File: src/rtl/io_access_ctrl.sv
// Multi-cycle sequencer for memory-mapped IO: decodes the target peripheral,
// drives chip-select/strobes, waits for ready or timeout, and stalls the front end.
module io_access_ctrl #(
  parameter int unsigned TIMEOUT  = 15,
  parameter logic [15:0] ERR_DATA = 16'hDEAD
) (
  input  logic        clock,
  input  logic        reset,
  input  logic        io_read,
  input  logic        io_write,
  input  logic [7:0]  addr_low,
  input  logic [15:0] wdata,
  input  logic [3:0]  dev_ready,
  input  logic [63:0] dev_rdata,
  input  logic        err_clr,
  output logic [3:0]  io_cs,
  output logic        io_rd,
  output logic        io_wr,
  output logic [15:0] io_wdata,
  output logic [15:0] io_rdata,
  output logic        stall,
  output logic        io_err
);

  localparam logic [7:0] TIMEOUT_C = 8'(TIMEOUT);

  typedef enum logic [1:0] {
    IDLE = 2'd0,
    REQ  = 2'd1,
    DONE = 2'd2
  } state_t;

  // Returns {mapped, device index} for the address nibble.
  function automatic logic [2:0] decode_dev(input logic [3:0] nib);
    case (nib)
      4'h6:    decode_dev = 3'b100;
      4'h7:    decode_dev = 3'b101;
      4'h8:    decode_dev = 3'b110;
      4'h9:    decode_dev = 3'b111;
      default: decode_dev = 3'b000;
    endcase
  endfunction

  function automatic logic [3:0] dev_onehot(input logic [1:0] idx);
    case (idx)
      2'd0:    dev_onehot = 4'b0001;
      2'd1:    dev_onehot = 4'b0010;
      2'd2:    dev_onehot = 4'b0100;
      2'd3:    dev_onehot = 4'b1000;
      default: dev_onehot = 4'b0000;
    endcase
  endfunction

  state_t      state_r, state_next_s;
  logic [1:0]  dev_r;
  logic        wr_dir_r;
  logic [7:0]  count_r;

  logic [2:0]  dec_s;
  logic        mapped_s, req_s, illegal_s, sel_ready_s, timeout_s;
  logic [15:0] sel_rdata_s;
  logic        start_s, stall_s, err_set_s, rdata_ok_s, rdata_err_s;
  logic [1:0]  next_dev_s;
  logic        next_wr_s;
  logic        addr_unused_s;

  assign dec_s         = decode_dev(addr_low[7:4]);
  assign mapped_s      = dec_s[2];
  assign req_s         = io_read ^ io_write;
  assign illegal_s     = io_read & io_write;
  assign sel_ready_s   = dev_ready[dev_r];
  assign timeout_s     = (count_r == TIMEOUT_C);
  assign addr_unused_s = ^addr_low[3:0];
  assign next_dev_s    = start_s ? dec_s[1:0] : dev_r;
  assign next_wr_s     = start_s ? io_write : wr_dir_r;
  assign stall         = stall_s & ~reset;

  // Read-data slice of the device currently being accessed.
  always_comb begin
    sel_rdata_s = dev_rdata[15:0];
    case (dev_r)
      2'd0:    sel_rdata_s = dev_rdata[15:0];
      2'd1:    sel_rdata_s = dev_rdata[31:16];
      2'd2:    sel_rdata_s = dev_rdata[47:32];
      2'd3:    sel_rdata_s = dev_rdata[63:48];
      default: sel_rdata_s = dev_rdata[15:0];
    endcase
  end

  // Next-state and per-cycle control decisions.
  always_comb begin
    state_next_s = state_r;
    stall_s      = 1'b0;
    start_s      = 1'b0;
    err_set_s    = 1'b0;
    rdata_ok_s   = 1'b0;
    rdata_err_s  = 1'b0;
    case (state_r)
      IDLE: begin
        if (illegal_s) begin
          err_set_s = 1'b1;
        end else if (req_s) begin
          if (mapped_s) begin
            stall_s      = 1'b1;
            start_s      = 1'b1;
            state_next_s = REQ;
          end else begin
            // Unmapped access completes at once as a no-op.
            err_set_s   = 1'b1;
            rdata_err_s = io_read;
          end
        end else begin
          state_next_s = IDLE;
        end
      end
      REQ: begin
        stall_s = 1'b1;
        if (sel_ready_s) begin
          rdata_ok_s   = ~wr_dir_r;
          state_next_s = DONE;
        end else if (timeout_s) begin
          rdata_err_s  = ~wr_dir_r;
          err_set_s    = 1'b1;
          state_next_s = DONE;
        end else begin
          state_next_s = REQ;
        end
      end
      // Requests seen here still belong to the completing instruction.
      DONE:    state_next_s = IDLE;
      default: state_next_s = IDLE;
    endcase
  end

  // State, latched access context and registered outputs.
  always_ff @(posedge clock) begin
    if (reset) begin
      state_r  <= IDLE;
      dev_r    <= 2'd0;
      wr_dir_r <= 1'b0;
      count_r  <= 8'd0;
      io_cs    <= 4'b0000;
      io_rd    <= 1'b0;
      io_wr    <= 1'b0;
      io_wdata <= 16'h0000;
      io_rdata <= 16'h0000;
      io_err   <= 1'b0;
    end else begin
      state_r  <= state_next_s;
      dev_r    <= next_dev_s;
      wr_dir_r <= next_wr_s;
      if (start_s) begin
        count_r <= 8'd1;
      end else if (state_next_s == REQ) begin
        count_r <= count_r + 8'd1;
      end else begin
        count_r <= 8'd0;
      end
      if (state_next_s == REQ) begin
        io_cs <= dev_onehot(next_dev_s);
        io_rd <= ~next_wr_s;
        io_wr <= next_wr_s;
      end else begin
        io_cs <= 4'b0000;
        io_rd <= 1'b0;
        io_wr <= 1'b0;
      end
      if (start_s && io_write) begin
        io_wdata <= wdata;
      end
      if (rdata_ok_s) begin
        io_rdata <= sel_rdata_s;
      end else if (rdata_err_s) begin
        io_rdata <= ERR_DATA;
      end
      // A new error outranks a simultaneous clear.
      if (err_set_s) begin
        io_err <= 1'b1;
      end else if (err_clr) begin
        io_err <= 1'b0;
      end
    end
  end

endmodule
File: config.mk
export PLATFORM = sky130hd
export DESIGN_NAME = io_access_ctrl
export DESIGN_NICKNAME = d
export VERILOG_FILES = /design/src/rtl/io_access_ctrl.sv
export SDC_FILE = /design/constraint.sdc
export NUM_CORES = 1
export LEC_CHECK = 0
export CORE_MARGIN = 2
export CORE_UTILIZATION = 39
export DETAILED_ROUTE_END_ITERATION = 16
export GPL_TIMING_DRIVEN = 0
export PLACE_DENSITY_LB_ADDON = 0.1
export SLEW_MARGIN = 10
export SYNTH_ARGS = -nofsm -noshare
export SYNTH_HDL_FRONTEND = slang
export SYNTH_SLANG_ARGS = --single-unit
File: constraint.sdc
create_clock -name clock -period 2.9 [get_ports clock]
set_input_delay 0.58 -clock clock [delete_from_list [all_inputs] [get_ports clock]]
set_output_delay 0.58 -clock clock [all_outputs]
set_load 0.02 [all_outputs]
==> run_results.csv <==
group,metric,value,unit
run_status,outcome,"complete, no violations",
power,swShare,24.26,%
routing,routed-wl-met3,755,um
min_path,hold_class,"register to register",
sta,slew_violations,0,
logic_synthesis,synth_area,2524,um2
routing,drt-total-wl,6582,um
global_route,grtUsageTotal,18.70,%
power,p_sw,381.8,uW
sta,finClkSkew,0.003732,ns
logic_synthesis,avgSynthCellArea,11.32,um2
placement,gp_congestion,0.8204,
clocking,cts_made_buffers,5,
die,rows,29,
global_route,first_global_vias,2340,
logic_synthesis,seq_area_frac_synth,41.25,%
sta,hold_ws,0.4747,ns
clocking,cts_tree,"built",
die,core-area,6314,um2
placement,io_buffers,132,
sta,rsz0062_at_grt,"no",
die,io_pins,137,
logic_synthesis,synth_edf_count,0,
final_layout,mostFrequentLayoutCell,"clkdlybuf4s50_1",
sta,relSlewSlack,58.33,%
worst_setup_path,crit_fanout,4,
final_layout,drive_above_1_share,12.98,%
routing,drc,0,
worst_setup_path,r2r_slack,0.82,ns
power,combinationalPowerShare,24.3,%
final_layout,syn2layout_area_growth,60.34,%
sta,finalHoldViolations,0,
routing,route.met2.wl,3108,um
final_layout,finish.utilization,64.09,%
worst_setup_path,worstPathRequired,2.32,ns
routing,initialDrtViolationCount,92,
power,p_leak,1.604,nW
routing,drt-pass1-iter-count,4,
die,die_h,84.44,um
routing,vias_per_cell,5.203,
clocking,cts_num_sinks,52,
routing,postRouteAntennaNets,0,
worst_setup_path,cp-end-kind,"primary output",
sta,max_freq,384.4,MHz
power,power.share.clock,27.8,%
final_layout,finalNetCount,461,
sta,setup_viol,0,
global_route,gr-total-overflow,0,
sta,period_share,89.71,%
worst_setup_path,cp-start-kind,"input port",
die,die_w,84.44,um
final_layout,mostFrequentLayoutCells,"clkdlybuf4s50_1, dfxtp_1, nor2_1, mux2i_1",
sta,tightest_slew,0.6193,ns
die,start_util,39.97,%
sta,finalCriticalPeriod,2.601,ns
clocking,postCtsSetupBuffers,0,
global_route,antenna_found_initial,0,
logic_synthesis,synth_flop_cell,"dfxtp_1",
power,p_seq_share,48.0,%
worst_setup_path,arrival,2.02,ns
logic_synthesis,synth_warnings,0,
routing,routed.top_layer,"met4",
logic_synthesis,async_flop_share,0,%
clocking,clk_pin_slew_worst_paths,0.09,ns
global_route,grt_start_max_net_pins,15,
logic_synthesis,syn_nets,322,
placement,dp_hpwl,5239,um
global_route,grt_pass1_wl,10830,um
clocking,ctsLongestPathBuffers,2,
routing,wl_met1,2597,um
power,power_density,388.9,nW/um2
logic_synthesis,syn_inst,223,
clocking,hold_buffers,0,
final_layout,antenna_cells,0,
die,dieArea,7130,um2
logic_synthesis,ys_types,49,
run,cap_violations,0,
routing,wl_per_cell,14.99,um
power,p_int,1.192,mW
worst_setup_path,path_class,"input port to primary output",
clocking,htree_levels,2,
power,ir_worst_vdd,0.0002846,V
routing,vias,2284,
clocking,clockRootBuffer,"clkbuf_8",
logic_synthesis,synth_seq_cells,52,
clocking,clock_latency,0.30,ns
worst max-delay path, stage by stage:
cell,delay [ns]
clkdlybuf4s50_1,0.45
ha_1,0.36
nand2b_1,0.14
nor2_1,0.05
o21ba_2,0.20
clkdlybuf4s15_2,0.25
flip-flops by register name, indices dropped and copies added (netlist names):
name and flops:
io_cs 4, state_r 2, io_wr 1, wr_dir_r 1, count_r 8, dev_r 2
io_rd 1, io_err 1, io_rdata 16, io_wdata 16
cells by family (layout without fill, tap and decap cells):
logic type / count (synthesis) / in the layout / synth area share [%]
AND/OR/NAND/NOR: 74 / 74 / 15.62
buffers and inverters: 21 / 160 / 5.057
XOR/XNOR: 6 / 6 / 2.083
adder cells (fa/ha/maj): 2 / 2 / 0.9914
multiplexers: 33 / 33 / 22.41
flip-flops: 52 / 52 / 41.25
AO/OA/AOI/OAI: 35 / 35 / 12.59
cells in the mapped netlist (2+ instances only):
master	number	area (um2)
clkbuf_1	6	22.52
buf_2	2	10.01
and3_1	3	18.77
nor2_1	30	112.6
mux2i_1	16	160.2
nand2_1	11	41.29
inv_1	7	26.28
buf_6	4	45.04
mux4_2	11	247.7
ha_1	2	25.02
mux4_1	6	157.7
dfxtp_1	52	1041
nand3_1	5	25.02
xnor2_1	3	26.28
o22ai_1	6	37.54
and2_1	2	12.51
nor3_1	3	15.01
xor2_1	3	26.28
nand3b_1	3	22.52
o221a_2	11	123.9
a21oi_1	4	20.02
a32oi_1	3	26.28
nor3b_1	3	22.52
nand4_1	2	12.51
routing by layer:
metal	track usage, %	vias to the layer above
met5	0	-
met4	6.494	0
met3	7.670	10
met2	32.47	102
met1	20.72	1057
li1	-	1115
repair_timing:
item	4_1_cts	5_1_grt
pin swaps	0	0
setup endpoints to repair	1	1
resized for setup	3	3
final timing paths:
| kind | endpoint | cells after the start | startpoint |
|---|---|---|---|
| max | stall | 6 | io_read |
| min reg2reg | io_rdata[1] | 2 | io_rdata[1] |
| min | io_rdata[1] | 2 | io_rdata[1] |
| max reg2reg | io_rdata[9] | 6 | dev_r[1] |
cell type report:
class	instances	area (um2)
Fill cell	529	2267
Sequential cell	52	1041
Multi-Input combinational cell	150	1355
Timing Repair Buffer	132	1330
Tap cell	77	96.34
Inverter	7	26.28
Clock buffer	7	96.34
Buffer	14	101.3
stage by stage:
| step | setup TNS [ns] | instance area (um2) | power, mW | worst slack [ns] | std cells |
|---|---|---|---|---|---|
| floorplan | 0 | 2524 | 0.9491 | 0.6910 | 223 |
| global placement | -0.2762 | 3941 | 1.150 | -0.2762 | 432 |
| detailed placement | -0.3075 | 3941 | 1.156 | -0.3075 | 432 |
| CTS | 0 | 4039 | 1.596 | 0.03133 | 439 |
| global route | 0 | 4046 | 1.644 | 0.2303 | 439 |
| finish | 0 | 4046 | 1.574 | 0.2985 | 439 |
power by group through the flow:
stage / Sequential [mW] / Combinational, mW / Clock, mW
after floorplan: 0.801 / 0.148 / 0
after CTS: 0.755 / 0.386 / 0.455
after global placement: 0.771 / 0.379 / 0
final: 0.755 / 0.382 / 0.437
after detailed placement: 0.772 / 0.384 / 0
after global routing: 0.758 / 0.409 / 0.476
Note: power is estimated with default switching activity, not from simulation.
